<file path="config.mk">
export PLATFORM = sky130hd
export DESIGN_NAME = x_cmd_arb
export DESIGN_NICKNAME = d
export VERILOG_FILES = /design/src/rtl/x_pkg.sv /design/src/rtl/x_tag_fifo.sv /design/src/rtl/x_cmd_arb.sv
export SDC_FILE = /design/constraint.sdc
export NUM_CORES = 1
export LEC_CHECK = 0
export ABC_AREA = 1
export ABC_CLOCK_PERIOD_IN_PS = 3000
export CORE_AREA = 2 2 72 74
export CTS_CLUSTER_SIZE = 20
export DETAILED_ROUTE_END_ITERATION = 16
export DIE_AREA = 0 0 74 76
export GPL_ROUTABILITY_DRIVEN = 0
export GPL_TIMING_DRIVEN = 0
export PLACE_DENSITY = 0.82
export SYNTH_ARGS = -nofsm -noshare
export SYNTH_HDL_FRONTEND = slang
export SYNTH_SLANG_ARGS = --single-unit
</file>
<file path="constraint.sdc">
create_clock -name i_clk -period 3 [get_ports i_clk]
set_input_delay 0.6 -clock i_clk [delete_from_list [all_inputs] [get_ports i_clk]]
set_output_delay 0.6 -clock i_clk [all_outputs]
set_load 0.02 [all_outputs]
</file>
<file path="src/rtl/x_pkg.sv">
// Shared types and opcode constants for the X-channel command arbiter and controller.
package x_pkg;

  typedef enum logic [1:0] {
    IDLE  = 2'd0,
    GNT_A = 2'd1,
    GNT_B = 2'd2
  } x_arb_state_t;

  localparam logic [3:0] X_OP_ADDR = 4'h0;
  localparam logic [3:0] X_OP_DATA = 4'h1;
  localparam logic [3:0] X_OP_WR   = 4'h2;
  localparam logic [3:0] X_OP_RD   = 4'h3;
  localparam logic [3:0] X_OP_PLAY = 4'h4;
  localparam logic [3:0] X_OP_ADV  = 4'h5;
  localparam logic [3:0] X_OP_ATOP = 4'h6;

  function automatic logic x_is_rd(input logic [7:0] cmd);
    return (cmd[7:4] == X_OP_RD);
  endfunction

endpackage

</file>
<file path="src/rtl/x_tag_fifo.sv">
// Outstanding-read tag FIFO: remembers which port issued each read, in issue order.
module x_tag_fifo #(
  parameter int DEPTH = 4
) (
  input  logic i_clk,
  input  logic i_rst,
  input  logic i_push,
  input  logic i_din,
  input  logic i_pop,
  output logic o_dout,
  output logic o_full,
  output logic o_empty
);

  localparam int AW = $clog2(DEPTH);

  logic [DEPTH-1:0] mem;
  logic [AW-1:0]    wr_ptr;
  logic [AW-1:0]    rd_ptr;
  logic [AW:0]      count;
  logic             do_push;
  logic             do_pop;

  // A pop in the same cycle frees a slot, so a push into a full FIFO is still honoured.
  always_comb begin
    o_full  = (count == (AW+1)'(DEPTH));
    o_empty = (count == '0);
    do_pop  = i_pop && !o_empty;
    do_push = i_push && (!o_full || do_pop);
    o_dout  = mem[rd_ptr];
  end

  always_ff @(posedge i_clk) begin
    if (i_rst) begin
      mem    <= '0;
      wr_ptr <= '0;
      rd_ptr <= '0;
      count  <= '0;
    end else begin
      if (do_push) begin
        mem[wr_ptr] <= i_din;
        wr_ptr      <= wr_ptr + AW'(1);
      end
      if (do_pop) begin
        rd_ptr <= rd_ptr + AW'(1);
      end
      count <= count + (AW+1)'(do_push) - (AW+1)'(do_pop);
    end
  end

endmodule

</file>
<file path="src/rtl/x_cmd_arb.sv">
// Two-port command arbiter in front of x_ctrl: sequence-granular grants, round-robin ties,
// idle-timeout revocation and tag-based routing of read responses.
module x_cmd_arb
  import x_pkg::*;
#(
  parameter int RD_DEPTH = 4,
  parameter int IDLE_TO  = 16
) (
  input  logic       i_clk,
  input  logic       i_rst,
  input  logic       i_a_valid,
  input  logic [7:0] i_a_cmd,
  input  logic       i_a_last,
  output logic       o_a_ready,
  output logic       o_a_rsp_valid,
  output logic [7:0] o_a_rsp,
  input  logic       i_b_valid,
  input  logic [7:0] i_b_cmd,
  input  logic       i_b_last,
  output logic       o_b_ready,
  output logic       o_b_rsp_valid,
  output logic [7:0] o_b_rsp,
  output logic       o_cmd_valid,
  output logic [7:0] o_cmd,
  input  logic       i_rsp_valid,
  input  logic [7:0] i_rsp,
  output logic       o_owner,
  output logic       o_busy,
  output logic       o_rsp_err
);

  localparam int CNT_W = (IDLE_TO > 0) ? $clog2(IDLE_TO + 1) : 1;
  localparam logic [CNT_W-1:0] TO_VAL = CNT_W'(IDLE_TO);

  x_arb_state_t     state;
  logic             last_srv;
  logic [CNT_W-1:0] idle_cnt;
  logic             fifo_full;
  logic             fifo_empty;
  logic             fifo_head;
  logic             sel_valid;
  logic             sel_last;
  logic [7:0]       sel_cmd;
  logic             hold;
  logic             xfer;
  logic             push;
  logic             pop;

  // Read bytes wait while every tag slot is taken, unless a response frees one this cycle.
  always_comb begin
    sel_valid = 1'b0;
    sel_cmd   = 8'h00;
    sel_last  = 1'b0;
    case (state)
      GNT_A: begin
        sel_valid = i_a_valid;
        sel_cmd   = i_a_cmd;
        sel_last  = i_a_last;
      end
      GNT_B: begin
        sel_valid = i_b_valid;
        sel_cmd   = i_b_cmd;
        sel_last  = i_b_last;
      end
      default: begin
        sel_valid = 1'b0;
      end
    endcase
    hold      = x_is_rd(sel_cmd) && fifo_full && !i_rsp_valid;
    o_a_ready = (state == GNT_A) && !hold;
    o_b_ready = (state == GNT_B) && !hold;
    xfer      = sel_valid && (state != IDLE) && !hold;
    push      = xfer && x_is_rd(sel_cmd);
    pop       = i_rsp_valid && !fifo_empty;
    o_busy    = (state != IDLE);
    o_owner   = (state == GNT_B);
  end

  x_tag_fifo #(.DEPTH(RD_DEPTH)) u_tag_fifo (
    .i_clk   (i_clk),
    .i_rst   (i_rst),
    .i_push  (push),
    .i_din   (state == GNT_B),
    .i_pop   (pop),
    .o_dout  (fifo_head),
    .o_full  (fifo_full),
    .o_empty (fifo_empty)
  );

  always_ff @(posedge i_clk) begin
    if (i_rst) begin
      state         <= IDLE;
      last_srv      <= 1'b1;
      idle_cnt      <= '0;
      o_cmd_valid   <= 1'b0;
      o_cmd         <= 8'h00;
      o_a_rsp_valid <= 1'b0;
      o_a_rsp       <= 8'h00;
      o_b_rsp_valid <= 1'b0;
      o_b_rsp       <= 8'h00;
      o_rsp_err     <= 1'b0;
    end else begin
      o_cmd_valid <= xfer;
      if (xfer) begin
        o_cmd <= sel_cmd;
      end
      o_a_rsp_valid <= pop && !fifo_head;
      o_b_rsp_valid <= pop && fifo_head;
      if (pop && !fifo_head) begin
        o_a_rsp <= i_rsp;
      end
      if (pop && fifo_head) begin
        o_b_rsp <= i_rsp;
      end
      o_rsp_err <= i_rsp_valid && fifo_empty;

      case (state)
        IDLE: begin
          idle_cnt <= '0;
          if (i_a_valid && (!i_b_valid || last_srv)) begin
            state <= GNT_A;
          end else if (i_b_valid) begin
            state <= GNT_B;
          end
        end
        GNT_A, GNT_B: begin
          if (xfer) begin
            idle_cnt <= '0;
            if (sel_last) begin
              state    <= IDLE;
              last_srv <= (state == GNT_B);
            end
          end else if (!sel_valid && (IDLE_TO != 0)) begin
            // Count reaches IDLE_TO on this edge: release so the grant drops IDLE_TO cycles after entry.
            if (idle_cnt >= TO_VAL - CNT_W'(1)) begin
              idle_cnt <= TO_VAL;
              state    <= IDLE;
              last_srv <= (state == GNT_B);
            end else begin
              idle_cnt <= idle_cnt + CNT_W'(1);
            end
          end
        end
        default: begin
          state <= IDLE;
        end
      endcase
    end
  end

endmodule

</file>
==> flow_metrics.tcl <==
set metrics [dict create \
    yosysUniqueCellTypes 33 \
    numPortBuffers 62 \
    clkTransAtPathRegs_ps 80 \
    ff2ff_setup_slack_ps 560 \
    synth_xor_xnor_area_share_pct 0.387 \
    cp.depth 10 \
    yosys-top-cells-area "dfxtp_1 (42%), nand2_1 (8.5%), nor2_1 (8.5%), o21ai_0 (6.6%), ha_1 (6.1%)" \
    cts_tree "built" \
    path_buf_inv 4 \
    slew_headroom_pct 60.8 \
    netlist_area_sq_um 2260 \
    utilization_pct 62.7 \
    routed_wl_mm 5.14 \
    drcViolationCount 0 \
    synth_nets 347 \
    coreArea_sq_um 4910 \
    synth_top_area_share_pct 41.6 \
    worst_r2r_path_depth 14 \
    clockBufferDepth 2 \
    yosysSeqAreaShare_pct 41.6 \
    synth-simple-area-share_pct 27.2 \
    num_io_pins 63 \
    antennaDiodeCount 0 \
    globalRouteOverflowTotal 0 \
    finalNetCount 416 \
    synth_fa_ha_area_share_pct 6.97 \
    place_ws_ps 205 \
    status "finished, final reports clean" \
    r2r_start "state[0]$_SDFFE_PP0P_" \
    required_ps 2400 \
    synth_warnings 0 \
    cp_slowest_cell "dfxtp_1" \
    synth_top_family_by_area "simple AND/OR/NAND/NOR gates" \
    period_needed_ps 2540 \
    vias 2112 \
    r2r-end "u_tag_fifo.count[2]$_SDFF_PP0_" \
    avgSynthCellArea_sq_um 7.44 \
    vias_per_cell 4.77 \
    clk_latency_ps 300 \
    die-area_sq_um 5620 \
    gr-max-usage-layer "met2" \
    layout_worst_path_cycle_share_pct 84.5 \
    power.density_nw_per_um2 705 \
    cts-root-buf "clkbuf_8" \
    fin_ws_ps 465 \
    numCtsBuffers 5 \
    ir_drop_v 0.000384 \
    cap_violations 0 \
    cts_resized 0 \
    place_hpwl_mm 3.92 \
    grt_first_pass_wirelength_mm 8.87 \
    synth_top_area_cell "dfxtp_1" \
    die_x_microns 74 \
    critPathCaptureType "output pin" \
    hold_class "flip-flop to flip-flop" \
    dpl_cell_area_sq_um 2970 \
    rsz0062_at_grt "false" \
    cp-start-kind "flip-flop" \
    setup_viol 0 \
    path_max_fanout 7 \
    rows 26 \
    start_util_pct 46.1 \
    endpoint "o_b_ready" \
    cts_hold_buffers 0 \
    antenna_found_initial 0 \
    met1_usage_pct 22.1 \
    fmax_mhz 394 \
    final_common_cell "clkdlybuf4s50_1" \
    layout_common_cells "clkdlybuf4s50_1 (60), nand2_1 (51), nor2_1 (51)" \
    cp_top_family "buffers and inverters" \
    ys_ff_latch 47 \
    finClkSkew_ps 8.59 \
    cts_setup_buffers 0 \
    worstSetupPathType "flip-flop to output pin" \
    area_growth_pct 36.2 \
    firstDrtPassIters 4 \
    wl_per_cell_microns 11.6 \
    use_met2_pct 34.4 \
    design_area_sq_um 3080 \
    muxShareOfSynthArea_pct 0 \
    slew_viol_final 0 \
    grt_start_max_net_pins 15 \
    grt_pass1_vias 2082 \
    fp.dieH_microns 76 \
    clock-sinks 47 \
    netlist_instances 304 \
    worstMarginPinSlew_ps 581 \
    crit_chain "inv_1 -> ha_1 -> buf_2 -> nand2_1 -> nand2_1 -> o21ai_1 -> nand3_2 -> inv_1 -> nor2_1 -> dlymetal6s2s_1" \
    synth-compound-area-share_pct 15.5 \
    hold_violations 0 \
    grtUsageTotal_pct 19.5 \
    fill_cells 457 \
    cts.htree.levels 2 \
    cp-startpoint "state[0]$_SDFFE_PP0P_" \
    use_met3_pct 6.22 \
    ant_nets 0 \
    final.setup.tns_ps 0 \
    cp.arrival_ps 1940 \
    cpPeakStageDelay_ps 360 \
    total_power_w 0.00217 \
    drt-initial-drc-count 123 \
    p_leak_nw 1.30 \
    drive_above_1_share_pct 7.77 \
]
[routing by layer]
layer | routed length [microns] | vias to the layer above | share of wire [%]
li1 | - | 1118 | -
met1 | 2240 | 938 | 44
met2 | 2500 | 52 | 49
met3 | 368 | 4 | 7.2
met4 | 35 | 0 | 0.68
met5 | 0 | - | 0
[cell usage after synthesis]
library cell	instances
o31ai_1	1
nand3_1	17
buf_2	3
fa_1	1
nand2_4	1
nor2_2	3
xnor2_1	1
a21oi_2	1
o2111ai_1	3
or2_2	1
inv_2	1
nor2_4	1
ha_1	11
buf_8	1
clkbuf_1	4
a32o_1	1
nor2_1	51
o21ai_2	1
nand2_2	5
o21ai_0	30
buf_6	1
nor3_1	3
a22o_1	4
dfxtp_1	47
nor2_8	1
nor3b_1	1
nand2_1	51
nand3_2	2
clkinv_1	1
a21oi_1	19
nand4_1	1
o21ai_1	2
inv_1	33
[worst min-delay path, cell delays in order (launching register included)]
cell and delay [ps]:
dfxtp_1 330, nand2_1 50, nand3_1 50
[worst min path at each step]
stage	startpoint	endpoint	slack (ps)	depth (start not counted)
CTS	u_tag_fifo.mem[2]$_SDFFE_PP0P_	u_tag_fifo.mem[2]$_SDFFE_PP0P_	470	2
global route	u_tag_fifo.mem[3]$_SDFFE_PP0P_	u_tag_fifo.mem[3]$_SDFFE_PP0P_	500	2
finish	last_srv$_SDFFE_PP1P_	last_srv$_SDFFE_PP1P_	470	2
detailed placement	last_srv$_SDFFE_PP1P_	last_srv$_SDFFE_PP1P_	450	2
global placement	last_srv$_SDFFE_PP1P_	last_srv$_SDFFE_PP1P_	440	2
floorplan	last_srv$_SDFFE_PP1P_	last_srv$_SDFFE_PP1P_	430	2
[through the flow]
step                hold WS [ps]  std cells
finish                       465        443
floorplan                    428        304
global route                 498        443
global placement             443        436
detailed placement           448        436
CTS                          468        443
[flip-flops by register name, summed over array words and instances, names as in the netlist]
| name | count |
|---|---|
| u_tag_fifo.count | 3 |
| o_rsp_err | 1 |
| o_cmd_valid | 1 |
| o_a_rsp_valid | 1 |
| u_tag_fifo.wr_ptr | 2 |
| last_srv | 1 |
| idle_cnt | 5 |
| state | 2 |
| o_a_rsp | 8 |
| o_cmd | 8 |
| o_b_rsp_valid | 1 |
| u_tag_fifo.mem | 4 |
| o_b_rsp | 8 |
| u_tag_fifo.rd_ptr | 2 |
[power by group]
| part | leakage [nW] | switching (W) | internal [W] |
|---|---|---|---|
| sequential | 0.382 | 0.0000601 | 0.000722 |
| clock | 0.0502 | 0.000208 | 0.000244 |
| combinational | 0.869 | 0.000557 | 0.000381 |
[layout make-up]
| cell class | count | area, sq um | area share, % |
|---|---|---|---|
| well taps | 70 | 87.6 | 2.84 |
| repair buffers | 62 | 626 | 20.3 |
| inverters | 35 | 131 | 4.26 |
| flip-flops and latches | 47 | 941 | 30.5 |
| clock inverters | 2 | 37.5 | 1.22 |
| clock buffers | 5 | 68.8 | 2.23 |
| plain buffers | 9 | 56.3 | 1.83 |
| multi-input cells | 213 | 1130 | 36.8 |
[kinds of logic after synthesis]
kind of cell	Yosys count
and+or+nand+nor	138
AOI/OAI and AO/OA	62
DFF	47
buffers and inverters	44
adders and majority gates	12
xor gates and xnor gates	1
(Power assumes the default switching activity.)
==> variant 1 (same settings) <==
Put one more register stage on the output `o_rsp_err`, cleared by the reset. The value now appears one clock later. The other outputs are not delayed to match.
--- a/src/rtl/x_cmd_arb.sv
+++ b/src/rtl/x_cmd_arb.sv
@@ -31,6 +31,8 @@
 
   localparam int CNT_W = (IDLE_TO > 0) ? $clog2(IDLE_TO + 1) : 1;
   localparam logic [CNT_W-1:0] TO_VAL = CNT_W'(IDLE_TO);
+
+  logic o_rsp_err_s0;
 
   x_arb_state_t     state;
   logic             last_srv;
@@ -98,7 +100,7 @@
       o_a_rsp       <= 8'h00;
       o_b_rsp_valid <= 1'b0;
       o_b_rsp       <= 8'h00;
-      o_rsp_err     <= 1'b0;
+      o_rsp_err_s0  <= 1'b0;
     end else begin
       o_cmd_valid <= xfer;
       if (xfer) begin
@@ -112,7 +114,7 @@
       if (pop && fifo_head) begin
         o_b_rsp <= i_rsp;
       end
-      o_rsp_err <= i_rsp_valid && fifo_empty;
+      o_rsp_err_s0 <= i_rsp_valid && fifo_empty;
 
       case (state)
         IDLE: begin
@@ -148,5 +150,13 @@
     end
   end
 
+  always_ff @(posedge i_clk) begin
+    if (i_rst) begin
+      o_rsp_err <= '0;
+    end else begin
+      o_rsp_err <= o_rsp_err_s0;
+    end
+  end
+
 endmodule
 
Function: changed (Yosys sat finds a counterexample within 4 cycles, from zero or initial values and one cycle with i_rst high).
==> variant 1 against the original RTL <==
Via count grew 1.3%. Die area stayed put. Non-clock buffer count increased by 1. Synthesized area up 1.6%. Combinational power about the same. Worst setup slack got worse by 0.018 ns. Hold slack worse by 0.060 ns. Global-route usage is 0.059 points higher. Sequential cell count up 1. Final area rose by 1.1%. Clock power fell by 9.1%. Power shrank 0.92%. Wire length grew 0.87%. Critical path type is now input port to output pin. Largest cell class unchanged. Largest power group unchanged. Highest routed layer unchanged.
==> variant 1: results <==
# TYPE chip_impl_metric gauge
chip_impl_info{name="outcome",value="finished clean"} 1
chip_impl_metric{name="via_count_of_the_first_global_routing_pass",unit=""} 2068
chip_impl_metric{name="cap_viol_max_count",unit=""} 0
chip_impl_metric{name="layout-drive-gt1-share",unit=""} 0.08995
chip_impl_metric{name="drt-vias-per-instance",unit=""} 4.775
chip_impl_metric{name="dr.first_iter.drc_count",unit=""} 107
chip_impl_metric{name="layout.filler_cells",unit=""} 420
chip_impl_info{name="synthTopCellsByCount",value="sky130_fd_sc_hd__nor2_1, sky130_fd_sc_hd__nand2_1, sky130_fd_sc_hd__dfxtp_1, sky130_fd_sc_hd__inv_1, sky130_fd_sc_hd__o21ai_0"} 1
chip_impl_metric{name="wire_length_of_the_first_global_routing_pass",unit="um"} 8873
chip_impl_info{name="criticalPathCategory",value="input port to output pin"} 1
chip_impl_metric{name="synth_fp_nets",unit=""} 350
chip_impl_metric{name="clkTransAtPathRegs",unit="ns"} 0.08
chip_impl_metric{name="yosysSeqAreaShare",unit=""} 0.4181
chip_impl_metric{name="wl_per_cell",unit="um"} 11.58
chip_impl_metric{name="clock-skew-final",unit="ns"} 0.01139
chip_impl_metric{name="max_slew_margin",unit=""} 0.6061
chip_impl_metric{name="detailedPlacementHpwl",unit="um"} 3956
chip_impl_metric{name="peakVddDrop",unit="mV"} 0.4945
chip_impl_metric{name="grt_max_degree",unit=""} 16
chip_impl_info{name="post_synth_main_area_contributors",value="sky130_fd_sc_hd__dfxtp_1, sky130_fd_sc_hd__nor2_1, sky130_fd_sc_hd__nand2_1, sky130_fd_sc_hd__o21ai_0, sky130_fd_sc_hd__ha_1"} 1
chip_impl_metric{name="setup.reg_to_reg.worst_slack",unit="ns"} 0.50
chip_impl_metric{name="placedInstanceArea",unit="um2"} 3007
chip_impl_metric{name="num-nets-final",unit=""} 420
chip_impl_metric{name="worst-path-max-fanout",unit=""} 3
chip_impl_info{name="crit_path_start",value="i_rsp_valid"} 1
chip_impl_metric{name="grt_use_total",unit=""} 0.1952
chip_impl_metric{name="p_leak",unit="nW"} 1.322
## variant 1: how the worst min path moves through the flow
stage | slack (ns) | end | startpoint
floorplan | 0.39 | o_rsp_err | o_rsp_err_s0
global placement | 0.40 | o_rsp_err | o_rsp_err_s0
detailed placement | 0.40 | o_rsp_err | o_rsp_err_s0
CTS | 0.41 | o_rsp_err | o_rsp_err_s0
global route | 0.42 | o_rsp_err | o_rsp_err_s0
finish | 0.41 | o_rsp_err | o_rsp_err_s0
## variant 1: where the power goes
group	internal, mW	switching, mW
Combinational	0.382	0.558
Sequential	0.737	0.0634
Clock	0.189	0.222
Total	1.31	0.844
## variant 1: cell type report
class	count	area (um2)	share of cell area
buffer	9	57.56	0.01847
clock buffer	6	82.58	0.02650
clock inverter	2	13.76	0.004416
inverter	36	135.1	0.04336
multi-input combinational	214	1146	0.3677
sequential	48	960.9	0.3083
tap	70	87.58	0.02810
timing repair buffer	63	633.1	0.2031
## variant 1: through the flow
stage          hold slack, ns  power (mW)  worst slack [ns]    util  std cells
4_1_cts                0.4105       2.171           0.02086  0.6317        447
3_3_place_gp           0.4002       1.735           0.08352  0.6121        439
2_1_floorplan          0.3883       1.433            0.7013       -        307
5_1_grt                0.4184       2.310            0.2660  0.6345        448
3_5_place_dp           0.3983       1.764           0.02224  0.6121        439
6_report               0.4056       2.152            0.4465  0.6345        448
## variant 1: worst max-delay path: stages
cell and delay (ns):
sky130_fd_sc_hd__clkdlybuf4s50_1 0.45, sky130_fd_sc_hd__nor3_1 0.40, sky130_fd_sc_hd__nand3_2 0.16, sky130_fd_sc_hd__inv_1 0.09, sky130_fd_sc_hd__nor2_1 0.04, sky130_fd_sc_hd__dlymetal6s2s_1 0.20
## variant 1: kinds of logic (layout without fill, tap and decap cells)
kind of cell / count (synthesis) / count (layout) / share of synthesized area
simple gates: 139 / 139 / 0.2733
fa+ha+maj: 12 / 12 / 0.06859
xor+xnor: 1 / 1 / 0.003811
flops: 48 / 48 / 0.4181
compound gates: 62 / 62 / 0.1530
buf+inv: 45 / 116 / 0.08328
## variant 1: per-layer routing
layer  global-route usage  vias up  wire length [um]
met5                    0        -                 0
met4              0.05091        0                47
met2               0.3446       45              2509
li1                     -     1129                 -
met3              0.05556        5               288
met1               0.2261      960              2344
## variant 1: timing repair
item | in CTS | in global routing
resized for setup | 0 | 4
buffers inserted | 0 | 1
endpoints found under the setup margin | 0 | 2
==> variant 2 (same settings) <==
Without the edit above. The parameter `IDLE_TO` goes from 16 to 32.
--- a/src/rtl/x_cmd_arb.sv
+++ b/src/rtl/x_cmd_arb.sv
@@ -4,7 +4,7 @@
   import x_pkg::*;
 #(
   parameter int RD_DEPTH = 4,
-  parameter int IDLE_TO  = 16
+  parameter int IDLE_TO  = 32
 ) (
   input  logic       i_clk,
   input  logic       i_rst,
Check against the original RTL: no difference found for any inputs over 10 cycles, from zero or initial values and one cycle with i_rst high; that may be too few to reach the edited logic, so the function may still have changed.
==> variant 2 against the original RTL <==
Wire length is 4.9% higher. Sequential power is 2% higher. Power is 4.1% higher. Critical endpoint is now o_a_ready. Synthesized area is 1.1% higher. Worst setup slack worse by 0.16 ns. Final area is 1.5% higher. Combinational power is 3.1% higher. Clock power is 10% higher. Global-route usage is 0.47 points higher. Largest power group unchanged. Sequential cell count is 1 higher. Die area stayed put. Non-clock buffer count is 1 higher. Fmax is 6.0% lower.
==> variant 2: results <==
# TYPE chip_impl_metric gauge
chip_impl_info{name="hold_sp",value="u_tag_fifo.mem[0]"} 1
chip_impl_metric{name="worst-path-max-fanout",unit=""} 10
chip_impl_metric{name="tightestPinTransition",unit="ns"} 0.4670
chip_impl_metric{name="layout.filler_cells",unit=""} 442
chip_impl_metric{name="ys_types",unit=""} 32
chip_impl_metric{name="final_cell_count_no_fill",unit=""} 447
chip_impl_metric{name="peakVddDrop",unit="mV"} 0.3908
chip_impl_metric{name="place.detailed.instances",unit=""} 437
chip_impl_metric{name="netlist_instances",unit=""} 306
chip_impl_metric{name="wl_met3",unit="um"} 332
chip_impl_info{name="min_delay_worst_endpoint",value="u_tag_fifo.mem[0]"} 1
chip_impl_metric{name="setup.reg_to_reg.worst_slack",unit="ns"} 0.40
chip_impl_metric{name="layout-drive-gt1-share",unit=""} 0.09019
chip_impl_metric{name="p_leak",unit="nW"} 1.340
chip_impl_metric{name="whs",unit="ns"} 0.4647
chip_impl_metric{name="clock-skew-final",unit="ns"} 0.003108
chip_impl_metric{name="timing.fmax",unit="GHz"} 0.3707
chip_impl_metric{name="wire_length_of_the_first_global_routing_pass",unit="um"} 8845
chip_impl_metric{name="met2RoutedLength",unit="um"} 2629
chip_impl_metric{name="via_count_of_the_first_global_routing_pass",unit=""} 2014
chip_impl_info{name="synthTopCellsByCount",value="sky130_fd_sc_hd__nand2_1, sky130_fd_sc_hd__nor2_1, sky130_fd_sc_hd__dfxtp_1, sky130_fd_sc_hd__inv_1, sky130_fd_sc_hd__nand3_1"} 1
chip_impl_metric{name="numPortBuffers",unit=""} 61
chip_impl_metric{name="dp_slack",unit="ns"} 0.09066
chip_impl_info{name="outcome",value="finished clean"} 1
chip_impl_metric{name="async_reset_ff_frac",unit=""} 0
chip_impl_metric{name="met1_routed_wirelength_after_detailed_routing",unit="um"} 2343
chip_impl_metric{name="drt-vias-per-instance",unit=""} 4.897
chip_impl_metric{name="dr.first_iter.drc_count",unit=""} 110
chip_impl_metric{name="synth_fp_nets",unit=""} 348
chip_impl_metric{name="grt_max_degree",unit=""} 16
chip_impl_metric{name="yosysSeqAreaShare",unit=""} 0.4204
chip_impl_metric{name="antenna-diode-count",unit=""} 0
chip_impl_metric{name="wl_per_cell",unit="um"} 12.07
chip_impl_info{name="post_synth_main_area_contributors",value="sky130_fd_sc_hd__dfxtp_1, sky130_fd_sc_hd__nand2_1, sky130_fd_sc_hd__nor2_1, sky130_fd_sc_hd__ha_1, sky130_fd_sc_hd__nand3_1"} 1
## variant 2: cell count changes after synthesis, moves of 2 or more
cell / delta
sky130_fd_sc_hd__nand2_4: +2
sky130_fd_sc_hd__nand2_1: +4
sky130_fd_sc_hd__inv_1: -4
sky130_fd_sc_hd__nand2_2: -2
sky130_fd_sc_hd__o21ai_0: -7
sky130_fd_sc_hd__nand3_1: +8
## variant 2: power breakdown
| part | internal [mW] | switching (mW) | leakage, nW |
|---|---|---|---|
| logic | 0.383 | 0.584 | 0.889 |
| registers | 0.735 | 0.0595 | 0.390 |
| clock network | 0.273 | 0.226 | 0.0614 |
## variant 2: routing by layer
layer,vias to the layer above,track usage
li1,1130,-
met1,986,0.2232
met2,60,0.3518
met3,13,0.05423
met4,0,0.07273
met5,-,0
## variant 2: timing repair
item / in CTS / in global routing
pin swaps: 0 / 1
hold buffers: 0 / 0
setup endpoints to repair: 1 / 1
gates cloned: 0 / 0
buffers inserted: 0 / 2
gates resized for setup: 1 / 3
## variant 2: cell type report
type                       count  area share
buffer                         9     0.01640
inverter                      32     0.03840
tap                           70     0.02800
clock buffer                   6     0.02640
multi-input combinational    217      0.3708
sequential                    48      0.3072
clock inverter                 2     0.01240
timing repair buffer          63      0.2004
## variant 2: stage by stage
stage          power, mW  cell area [um2]    util
2_1_floorplan      1.440             2286       -
3_3_place_gp       1.742             2984  0.6075
3_5_place_dp       1.765             2984  0.6075
4_1_cts            2.269             3104  0.6319
5_1_grt            2.423             3128  0.6368
6_report           2.260             3128  0.6368
## variant 2: worst max-delay path, cell delays in order (launching register included)
cell	delay (ns)
sky130_fd_sc_hd__dfxtp_1	0.37
sky130_fd_sc_hd__inv_1	0.08
sky130_fd_sc_hd__ha_1	0.21
sky130_fd_sc_hd__buf_6	0.15
sky130_fd_sc_hd__nand2_1	0.06
sky130_fd_sc_hd__nand2_1	0.06
sky130_fd_sc_hd__nand2_1	0.14
sky130_fd_sc_hd__nor2_4	0.05
sky130_fd_sc_hd__nand3_2	0.10
sky130_fd_sc_hd__inv_1	0.07
sky130_fd_sc_hd__nor2_1	0.12
sky130_fd_sc_hd__dlygate4sd2_1	0.36
## variant 2: worst max path at each step
stage | cells past startpoint | from | endpoint
after global placement | 8 | i_b_cmd[7] | o_a_ready
after detailed placement | 13 | i_b_valid | u_tag_fifo.count[2]
after floorplan | 14 | state[0] | u_tag_fifo.count[2]
after global routing | 11 | state[1] | o_a_ready
after CTS | 10 | state[1] | o_b_ready
final | 11 | state[1] | o_a_ready
## variant 2: cell families after synthesis
kind of cell / share of synthesized area
AOI/OAI and AO/OA: 0.1352
buffers and inverters: 0.07498
and+or+nand+nor: 0.2945
adders and majority gates: 0.06349
DFF: 0.4204
xor gates and xnor gates: 0.01150
